===== config.mk =====
export PLATFORM = sky130hd
export DESIGN_NAME = move_cmd_queue
export DESIGN_NICKNAME = d
export VERILOG_FILES = /design/src/rtl/move_cmd_queue.sv
export SDC_FILE = /design/constraint.sdc
export NUM_CORES = 1
export LEC_CHECK = 0
export ABC_AREA = 0
export ABC_CLOCK_PERIOD_IN_PS = 2500
export CAP_MARGIN = 20
export CELL_PAD_IN_SITES_DETAIL_PLACEMENT = 0
export CELL_PAD_IN_SITES_GLOBAL_PLACEMENT = 2
export CORE_ASPECT_RATIO = 0.8
export CORE_MARGIN = 5
export CORE_UTILIZATION = 36
export DETAILED_ROUTE_END_ITERATION = 6
export PLACE_DENSITY = 0.85
export SLEW_MARGIN = 0
export SYNTH_ARGS = -nofsm -noshare
export SYNTH_HDL_FRONTEND = slang
export SYNTH_SLANG_ARGS = --single-unit

===== constraint.sdc =====
create_clock -name clk -period 2.5 [get_ports clk]
set_input_delay 0.25 -clock clk [delete_from_list [all_inputs] [get_ports clk]]
set_output_delay 0.25 -clock clk [all_outputs]
set_load 0.05 [all_outputs]

===== src/rtl/move_cmd_queue.sv =====
// move_cmd_queue: collects single-cycle move requests from the button
// controllers into per-source pending flags, arbitrates them in fixed
// priority (drop > rotate > left > right) into a small command FIFO and
// presents the head command to the game engine with a valid/ready handshake.
module move_cmd_queue #(
  parameter int DEPTH = 4,
  parameter int CW    = 3
) (
  input  logic          clk,
  input  logic          reset,
  input  logic          left_pulse,
  input  logic          right_pulse,
  input  logic          rotate_pulse,
  input  logic          drop_pulse,
  input  logic          flush,
  input  logic          cmd_ready,
  output logic          cmd_valid,
  output logic [CW-1:0] cmd_code,
  output logic [3:0]    fifo_count,
  output logic          coalesce_err
);

  localparam int PW = (DEPTH > 1) ? $clog2(DEPTH) : 1;

  localparam logic [3:0]    DEPTH_CNT = 4'(DEPTH);
  localparam logic [PW-1:0] LAST_PTR  = PW'(DEPTH - 1);

  localparam logic [CW-1:0] CODE_NONE   = CW'(0);
  localparam logic [CW-1:0] CODE_LEFT   = CW'(1);
  localparam logic [CW-1:0] CODE_RIGHT  = CW'(2);
  localparam logic [CW-1:0] CODE_ROTATE = CW'(3);
  localparam logic [CW-1:0] CODE_DROP   = CW'(4);

  // Pending request flags, one per source
  logic pend_left;
  logic pend_right;
  logic pend_rotate;
  logic pend_drop;

  logic pend_left_next;
  logic pend_right_next;
  logic pend_rotate_next;
  logic pend_drop_next;

  // Command storage and pointers
  logic [CW-1:0] mem [DEPTH];
  logic [PW-1:0] rd_ptr;
  logic [PW-1:0] wr_ptr;
  logic [PW-1:0] rd_ptr_next;
  logic [PW-1:0] wr_ptr_next;

  // Request qualification and arbitration results
  logic          left_req;
  logic          right_req;
  logic          pop;
  logic          can_accept;
  logic          any_pend;
  logic          push;
  logic          sel_left;
  logic          sel_right;
  logic          sel_rotate;
  logic          sel_drop;
  logic [CW-1:0] push_code;
  logic          merge;

  // Next-state values for the registered outputs
  logic [3:0]    count_next;
  logic [3:0]    remain;
  logic [CW-1:0] head_next;
  logic          valid_next;
  logic          err_next;

  // Pointer advance with wrap at DEPTH so non-power-of-two depths work
  function automatic logic [PW-1:0] ptr_inc(input logic [PW-1:0] p);
    if (p == LAST_PTR) begin
      return '0;
    end
    return p + 1'b1;
  endfunction

  // Qualify incoming pulses and pick the single command pushed this cycle
  always_comb begin
    // Opposing horizontal requests cancel each other out entirely
    left_req  = left_pulse & ~right_pulse;
    right_req = right_pulse & ~left_pulse;

    pop        = cmd_valid & cmd_ready;
    can_accept = (fifo_count < DEPTH_CNT) | pop;
    any_pend   = pend_left | pend_right | pend_rotate | pend_drop;
    push       = any_pend & can_accept;

    sel_drop   = push & pend_drop;
    sel_rotate = push & ~pend_drop & pend_rotate;
    sel_left   = push & ~pend_drop & ~pend_rotate & pend_left;
    sel_right  = push & ~pend_drop & ~pend_rotate & ~pend_left & pend_right;

    push_code = CODE_NONE;
    if (sel_drop) begin
      push_code = CODE_DROP;
    end else if (sel_rotate) begin
      push_code = CODE_ROTATE;
    end else if (sel_left) begin
      push_code = CODE_LEFT;
    end else if (sel_right) begin
      push_code = CODE_RIGHT;
    end

    // A pulse landing on a flag that is not leaving this cycle is lost
    // into the existing request; one leaving this cycle re-arms instead
    merge = (pend_left   & ~sel_left   & left_req)    |
            (pend_right  & ~sel_right  & right_req)   |
            (pend_rotate & ~sel_rotate & rotate_pulse) |
            (pend_drop   & ~sel_drop   & drop_pulse);
  end

  // Work out the next pending flags, pointers, count and head entry
  always_comb begin
    pend_left_next   = (pend_left   & ~sel_left)   | left_req;
    pend_right_next  = (pend_right  & ~sel_right)  | right_req;
    pend_rotate_next = (pend_rotate & ~sel_rotate) | rotate_pulse;
    pend_drop_next   = (pend_drop   & ~sel_drop)   | drop_pulse;

    rd_ptr_next = pop  ? ptr_inc(rd_ptr) : rd_ptr;
    wr_ptr_next = push ? ptr_inc(wr_ptr) : wr_ptr;

    count_next = fifo_count;
    if (push && !pop) begin
      count_next = fifo_count + 4'd1;
    end else if (pop && !push) begin
      count_next = fifo_count - 4'd1;
    end

    // When the surviving entries run out the new head is the word being
    // written this cycle, which is not yet visible in the storage array
    remain = fifo_count - {3'b000, pop};
    if (remain == 4'd0) begin
      head_next = push ? push_code : CODE_NONE;
    end else begin
      head_next = mem[rd_ptr_next];
    end

    err_next = coalesce_err | merge;

    // Flush wipes every queued and pending command but keeps the error flag
    if (flush) begin
      pend_left_next   = 1'b0;
      pend_right_next  = 1'b0;
      pend_rotate_next = 1'b0;
      pend_drop_next   = 1'b0;
      rd_ptr_next      = '0;
      wr_ptr_next      = '0;
      count_next       = 4'd0;
      head_next        = CODE_NONE;
      err_next         = coalesce_err;
    end

    valid_next = (count_next != 4'd0);
  end

  // Write the arbitrated command into the FIFO storage
  always_ff @(posedge clk or posedge reset) begin
    if (reset) begin
      for (int i = 0; i < DEPTH; i++) begin
        mem[i] <= '0;
      end
    end else if (push && !flush) begin
      mem[wr_ptr] <= push_code;
    end
  end

  // Register the pending flags, pointers and all outputs
  always_ff @(posedge clk or posedge reset) begin
    if (reset) begin
      pend_left    <= 1'b0;
      pend_right   <= 1'b0;
      pend_rotate  <= 1'b0;
      pend_drop    <= 1'b0;
      rd_ptr       <= '0;
      wr_ptr       <= '0;
      fifo_count   <= 4'd0;
      cmd_valid    <= 1'b0;
      cmd_code     <= CODE_NONE;
      coalesce_err <= 1'b0;
    end else begin
      pend_left    <= pend_left_next;
      pend_right   <= pend_right_next;
      pend_rotate  <= pend_rotate_next;
      pend_drop    <= pend_drop_next;
      rd_ptr       <= rd_ptr_next;
      wr_ptr       <= wr_ptr_next;
      fifo_count   <= count_next;
      cmd_valid    <= valid_next;
      cmd_code     <= head_next;
      coalesce_err <= err_next;
    end
  end

endmodule

==> results.toml, run 1 <==
[die]
die_y_microns = 68.79
initial_utilization = 0.3723
io-pin-count = 17
fp.dieW_microns = 83.49
fp.dieArea_sq_um = 5743
num_rows = 21
core_sq_um = 4178

[sta]
rsz0062_at_grt = "no"
hold_violations = 0
timing.fmax_mhz = 485.5
setup_ws_ns = 0.4403
slew_headroom = 0.6610
drv_slew = 0
tightest_slew_ns = 0.5069
finalCriticalPeriod_ns = 2.060
whs_ns = 0.3508
finalSetupViolCount = 0
finClkSkew_ns = 0.004734
fin_tns_setup_ns = 0
period_share = 0.8239

[routing]
routed_via_density = 4.964
drc = 0
wl_per_cell_microns = 13.87
final_antenna_net_count = 0
wl_microns = 3052
vias = 1092
first_pass_iters = 4
drtIter0Drc = 46

[synth]
syn_inst = 141
yosysSeqAreaShare = 0.4666
synth_cell_types = 36
avgSynthCellArea_sq_um = 11.03
ys_ff_latch = 29
synth_edf_count = 0
syn_area_sq_um = 1555
synth_warnings = 0
syn-num-nets = 157
synthArstFlopShare = 1.000
synth_ff_type = "dfrtp_1"

[global_routing]
grt_pass1_vias = 1116
grt_pass1_wl_microns = 5471
grt_usage = 0.1226
grt_max_degree = 30
overflow = 0
antenna_found_initial = 0

[cts]
htree_levels = 2
cts_resized = 0
root_buffer = "clkbuf_8"
cts.sinks = 29
cts_hold_buffers = 0
cts_tree = "done"
path_clk_slew_ns = 0.06
cts_buffers = 5
clk_latency_ns = 0.27
cts_buffer_depth = 2
cts_setup_buffers = 0

[cells_and_area]
area.growth.synth_to_final_pct = 20.60
layout_common_cells = "dfrtp_1, clkdlybuf4s50_1, mux2_2, nor2_1, a21oi_1"
insertedDiodeCount = 0
utilization = 0.4489
stdcell_count = 220
multi_input_area_sq_um = 760.7
final_common_cell = "dfrtp_1"
nets = 178
drive_above_1_share = 0.1902
fill_cells = 395
ff_latch_area_sq_um = 725.7

[critical_path]
cp_top_family = "simple AND/OR/NAND/NOR gates"
worst-path-buf-inv = 0
crit_type = "flip-flop to flip-flop"
critPathMaxStageDelay_ns = 0.49
path_cells = "nor4_4, mux2i_1, xnor2_1, nor2_1, or4_1"
crit_arrival_ns = 2.21
worst_path_max_delay_cell = "nor4_4"
critPathLaunchType = "flip-flop"
cp.required_ns = 2.65
endpoint_kind = "flip-flop"
critPathMaxFanout = 9

[place]
dpl.cell_count = 212
dp_slack_ns = 0.1907
finalWeightedCongestion = 0.8156
dp_hpwl_microns = 2279
port_buffers = 16

[worst_hold_path]
hp-class = "input port to asynchronous set/reset pin"

[power_and_ir_drop]
power.leakage_nw = 0.8518
ir_drop_mv = 0.3929
power_density_nw_per_um2 = 1074

[job]
drv_cap = 0

[status]
status = "finished clean"
[final timing paths]
path	startpoint	endpoint	slack, ns	cells past startpoint
max	pend_drop	cmd_valid	0.44	5
min	reset	cmd_code[1]	0.35	3
max reg2reg	pend_drop	cmd_valid	0.44	5
min reg2reg	coalesce_err	coalesce_err	0.47	1
max in group asynchronous	reset	mem[10]	1.88	3
min in group clk	coalesce_err	coalesce_err	0.47	1
[layout make-up]
type | count | area share
Clock buffer | 7 | 0.05137
Clock inverter | 1 | 0.002668
Inverter | 7 | 0.01401
Multi-Input combinational cell | 99 | 0.4056
Sequential cell | 29 | 0.3869
Tap cell | 57 | 0.03803
Timing Repair Buffer | 20 | 0.1014
[where the power goes]
| part | switching (mW) | leakage [nW] | internal (mW) | total (mW) |
|---|---|---|---|---|
| sequential | 0.114 | 0.379 | 0.617 | 0.731 |
| combinational | 0.489 | 0.419 | 0.374 | 0.863 |
| clock | 0.171 | 0.0542 | 0.248 | 0.420 |
[tightest hold or removal path: stages]
cell and delay, ns:
clkdlybuf4s50_1 0.40, inv_1 0.05, buf_4 0.33
[synth_stat cells (3+ instances only)]
library cell,count,share of area
a211oi_1,5,0.024
a21oi_1,9,0.029
and2_1,6,0.024
dfrtp_1,29,0.47
ha_1,8,0.064
inv_1,7,0.017
mux2_2,15,0.11
mux2i_1,5,0.032
nand2b_1,3,0.012
nand3_1,3,0.0097
nor2_1,14,0.034
nor3_1,4,0.013
o21ai_0,4,0.013
o22ai_1,3,0.012
[layer usage]
layer | wire length [microns] | GRT usage | share of wire
met2 | 1414 | 0.2060 | 0.46
met4 | 17 | 0.03614 | 0.0056
met5 | 0 | 0 | 0
met3 | 167 | 0.04632 | 0.055
met1 | 1452 | 0.1499 | 0.48
[per-stage QoR]
| stage | area (sq um) | total power [mW] |
|---|---|---|
| after CTS | 1876 | 2.032 |
| after global placement | 1774 | 1.581 |
| after detailed placement | 1774 | 1.603 |
| final | 1876 | 2.014 |
| after floorplan | 1555 | 1.367 |
| after global routing | 1876 | 2.162 |
[logic make-up (layout without fill, tap and decap cells)]
logic type      count (synthesis)  after routing  synth area share
simple gates                   40             40            0.1440
flops                          29             29            0.4666
compound gates                 27             27            0.1086
mux                            21             21            0.1553
xor+xnor                        3              3           0.01690
buf+inv                        13             35           0.04425
fa+ha+maj                       8              8           0.06436
[sequential cells by signal (all words and copies together), names as in the netlist]
name	count
fifo_count	4
pend_right	1
pend_drop	1
pend_left	1
cmd_code	3
coalesce_err	1
cmd_valid	1
wr_ptr	2
rd_ptr	2
pend_rotate	1
mem	12
(Power assumes the default switching activity.)
==> run 2, diff against run 1 <==
ABC_CLOCK_PERIOD_IN_PS = 1800   (was 2500)
CORE_UTILIZATION = 33   (was 36)
PLACE_DENSITY = 0.83   (was 0.85)
clock period = 1.8 ns   (was 2.5 ns; I/O delays follow)
==> results.toml, run 2 (synthesis gave the netlist of run 1 again) <==
[routing]
first_pass_iters = 4
wl_microns = 3380
drc = 0
routed_via_density = 4.753
final_antenna_net_count = 0
wl_per_cell_microns = 13.91
drtIter0Drc = 73
vias = 1155

[status]
status = "complete, but fails checks"
failed_checks = "setup timing"

[critical_path]
path_cells = "nor4_4, buf_6, mux2i_1, xnor2_1, nor2_1, or4_1"
cp.depth = 6
worst_path_max_delay_cell = "dfrtp_1"
r2r_cells = 6
critPathMaxFanout = 7
crit_arrival_ns = 1.99
endpoint_kind = "flip-flop"
crit_type = "flip-flop to flip-flop"
cp_top_family = "simple AND/OR/NAND/NOR gates"
critPathLaunchType = "flip-flop"
worst-path-buf-inv = 1
cp.required_ns = 1.95
critPathMaxStageDelay_ns = 0.41

[power_and_ir_drop]
combPwrFrac = 0.476
seqPwrFrac = 0.334
switching_share = 0.3694
internal_power_mw = 1.918
power.leakage_nw = 0.9709
power_density_nw_per_um2 = 1455
p_clk_frac = 0.190
p_switching_mw = 1.123
ir_drop_mv = 0.5092

[cells_and_area]
drive_above_1_share = 0.3607
multi_input_area_sq_um = 813.3
layout_common_cells = "dfrtp_1, buf_4, clkdlybuf4s50_1, nor2_1, mux2_2"
fin_area_sq_um = 2090
nets = 198
ff_latch_area_sq_um = 732.0
top_register = "mem"
largest_reg_flops = 12
insertedDiodeCount = 0
top_regs = "mem: 12 flops, fifo_count: 4 flops, cmd_code: 3 flops"
area.growth.synth_to_final_pct = 34.35
fill_cells = 448
stdcell_count = 243

[sta]
finalCriticalPeriod_ns = 1.836
hold_violations = 0
drv_slew = 0
finalSetupViolCount = 1
finClkSkew_ns = 0.003152
tightest_slew_ns = 0.5100
period_share = 1.020
rsz0062_at_grt = "yes"
timing.fmax_mhz = 544.6
setup_ws_ns = -0.03620
whs_ns = 0.2839
slew_headroom = 0.6589

[cts]
path_clk_slew_ns = 0.06
htree_levels = 2
cts_tree = "done"
root_buffer = "clkbuf_8"
cts.sinks = 29
clk_latency_ns = 0.28
cts_buffer_depth = 2
cts_hold_buffers = 0
cts_buffers = 5

[die]
fp.dieArea_sq_um = 6194
die_y_microns = 71.40
fp.dieW_microns = 86.76
num_rows = 22
initial_utilization = 0.3404
io-pin-count = 17
core_sq_um = 4569

[global_routing]
grt_usage = 0.1203
antenna_found_initial = 0
grt_pass1_wl_microns = 5768
grt_pass1_vias = 1210
overflow = 0
grt_max_degree = 30

[worst_hold_path]
hp-class = "input port to asynchronous set/reset pin"

[place]
dp_hpwl_microns = 2553
port_buffers = 16
dpl.cell_count = 231
placed_area_sq_um = 1927
finalWeightedCongestion = 0.8781

[job]
drv_cap = 0
==> run 2: cell count changes in the layout (fill, tap and decap cells not counted), moves of 3 or more <==
cell,delta
buf_4,+20
and2_1,-5
and2_4,+5
dfrtp_1,-5
dfrtp_2,+5
mux2_2,-3
mux2_4,+3
==> run 2: path summary, 6_finish.rpt <==
| kind | startpoint | end | slack (ns) |
|---|---|---|---|
| max | pend_left | cmd_valid | -0.04 |
| min reg2reg | coalesce_err | coalesce_err | 0.47 |
| min in group clk | coalesce_err | coalesce_err | 0.47 |
| min | reset | coalesce_err | 0.28 |
| max reg2reg | pend_left | cmd_valid | -0.04 |
| max in group asynchronous | reset | fifo_count[0] | 1.22 |
==> run 2: area by class of cell <==
| type | instances | share of cell area |
|---|---|---|
| Timing Repair Buffer | 40 | 0.1635 |
| Sequential cell | 29 | 0.3503 |
| Clock buffer | 7 | 0.04611 |
| Multi-Input combinational cell | 99 | 0.3892 |
| Tap cell | 60 | 0.03593 |
| Inverter | 7 | 0.01257 |
| Clock inverter | 1 | 0.002395 |
==> run 2: power by group through the flow <==
stage	logic (mW)	clock network, mW	registers [mW]
after global placement	1.35	0	1.02
after floorplan	0.723	0	1.23
final	1.45	0.577	1.02
after detailed placement	1.39	0	1.03
after CTS	1.45	0.595	1.02
after global routing	1.58	0.632	1.05
==> run 2: repair_timing <==
action / CTS / global route
setup buffers: 4 / 0
pin swaps: 4 / 0
resized for setup: 4 / 4
endpoints found under the setup margin: 10 / 15
==> run 2: per-layer routing <==
layer / part of all wire / global-route usage / vias up
met5: 0 / 0 / -
met4: 0.0074 / 0.03633 / 0
met3: 0.046 / 0.04253 / 5
met2: 0.44 / 0.1817 / 16
met1: 0.51 / 0.1620 / 551
li1: - / - / 583
==> run 2: worst min-delay path: stages <==
cell	delay (ns)
clkdlybuf4s50_1	0.40
inv_1	0.05
buf_4	0.34
==> run 2: metrics by stage <==
stage                     setup WS [ns]  power, mW    util  TNS (ns)
after global routing            -0.1234      3.265  0.4573   -0.5432
after CTS                      -0.05642      3.065  0.4526  -0.05642
after detailed placement        -0.2142      2.415  0.4217    -1.688
final                          -0.03620      3.041  0.4573  -0.03620
after floorplan                 -0.1416      1.954       -   -0.2844
after global placement          -0.1590      2.372  0.4217   -0.6032
==> run 3, diff against run 2 <==
ABC_CLOCK_PERIOD_IN_PS = 1650   (was 1800)
clock period = 1.65 ns   (was 1.8 ns; I/O delays follow)
==> results.toml, run 3 (synthesis gave the netlist of run 1 again) <==
[status]
status = "complete, but fails checks"
failed_checks = "setup timing"

[place]
dp_hpwl_microns = 2671
port_buffers = 16
dp_slack_ns = -0.4540
finalWeightedCongestion = 0.8339
dpl.cell_count = 243

[cells_and_area]
top_register = "mem"
nets = 213
drive_above_1_share = 0.4596
final_common_cell = "buf_4"
stdcell_count = 258
largest_reg_flops = 12
insertedDiodeCount = 0
area.growth.synth_to_final_pct = 42.48
layout_common_cells = "buf_4, dfrtp_1, nor2_1, mux2_2, a21oi_1"
utilization = 0.4849
top_regs = "mem: 12 flops, fifo_count: 4 flops, cmd_code: 3 flops"

[routing]
routed_via_density = 4.748
drtIter0Drc = 64
drc = 0
wl_microns = 3640
first_pass_iters = 4
final_antenna_net_count = 0
vias = 1225
wl_per_cell_microns = 14.11

[sta]
setup_ws_ns = -0.2836
period_share = 1.172
drv_slew = 0
rsz0062_at_grt = "yes"
finalSetupViolCount = 18
tightest_slew_ns = 0.3700
slew_headroom = 0.7533
hold_violations = 0
whs_ns = 0.2614
timing.fmax_mhz = 517.2
finalCriticalPeriod_ns = 1.934
finClkSkew_ns = 0.005128

[global_routing]
grt_max_degree = 30
grt_pass1_vias = 1283
overflow = 0
grt_pass1_wl_microns = 6147
antenna_found_initial = 0
grt_usage = 0.1257

[power_and_ir_drop]
internal_power_mw = 2.199
combPwrFrac = 0.506
ir_drop_mv = 0.5523
p_clk_frac = 0.179
power_density_nw_per_um2 = 1579
seqPwrFrac = 0.314
p_switching_mw = 1.300
p_total_mw = 3.499
power.leakage_nw = 1.059
switching_share = 0.3716

[cts]
cts_buffer_depth = 2
htree_levels = 2
cts.sinks = 29
cts_hold_buffers = 0
cts_buffers = 5
cts_tree = "done"
clk_latency_ns = 0.28
root_buffer = "clkbuf_8"
path_clk_slew_ns = 0.06

[worst_hold_path]
hp-class = "input port to asynchronous set/reset pin"

[job]
drv_cap = 0

[critical_path]
worst_path_max_delay_cell = "or4_1"
cp.required_ns = 1.80
crit_type = "flip-flop to flip-flop"
timing.rr.start = "pend_left"
critPathLaunchType = "flip-flop"
cp_top_family = "simple AND/OR/NAND/NOR gates"
endpoint_kind = "flip-flop"
critPathMaxFanout = 5
crit_start = "pend_left"
path_cells = "nor4_4, buf_4, mux2i_2, xnor2_1, nor2_1, or4_1"
crit_arrival_ns = 2.08
worst-path-buf-inv = 1
critPathMaxStageDelay_ns = 0.46

[die]
num_rows = 22
die_y_microns = 71.40
fp.dieArea_sq_um = 6194
initial_utilization = 0.3404
core_sq_um = 4569
fp.dieW_microns = 86.76
io-pin-count = 17
-- run 3: metrics by stage --
step | instance area (sq um) | TNS [ns]
floorplan | 1593 | -1.268
global placement | 1997 | -3.891
detailed placement | 1997 | -4.300
CTS | 2136 | -2.044
global route | 2216 | -3.898
finish | 2216 | -2.306
-- run 3: per-layer routing --
layer,vias up,global-route usage,wire length (microns)
met5,-,0,0
met1,591,0.1707,1761
met3,6,0.03333,153
li1,610,-,-
met2,18,0.1919,1667
met4,0,0.04671,57
-- run 3: worst register-to-register path: stages (launching register included) --
cell	delay, ns
dfrtp_1	0.42
nor4_4	0.29
buf_4	0.19
mux2i_2	0.23
xnor2_1	0.15
nor2_1	0.07
or4_1	0.46
-- run 3: final timing paths --
path | end | slack [ns] | cells past startpoint
max in group asynchronous | fifo_count[1] | 1.09 | 3
min in group clk | coalesce_err | 0.47 | 1
setup / recovery | cmd_valid | -0.28 | 6
hold reg to reg | coalesce_err | 0.47 | 1
hold / removal | pend_drop | 0.26 | 3
setup reg to reg | cmd_valid | -0.28 | 6
-- run 3: layout make-up --
type                       count  area [sq um]
fill                         439          2354
inverter                       7         26.28
sequential                    29         732.0
clock buffer                   7         96.34
clock inverter                 1         5.005
multi-input combinational     99         844.6
timing repair buffer          55         436.7
tap                           60         75.07
-- run 3: power groups by stage --
stage                     sequential [mW]  combinational, mW  clock [mW]
after floorplan                      1.34              0.789           0
after global placement               1.10               1.58           0
after detailed placement             1.10               1.63           0
after CTS                            1.10               1.67       0.648
after global routing                 1.13               1.91       0.679
final                                1.10               1.77       0.628
-- run 3: timing repair --
item,4_1_cts,5_1_grt
resized for setup,5,8
endpoints found under the setup margin,17,18
setup buffers,2,5
pin swaps,4,3
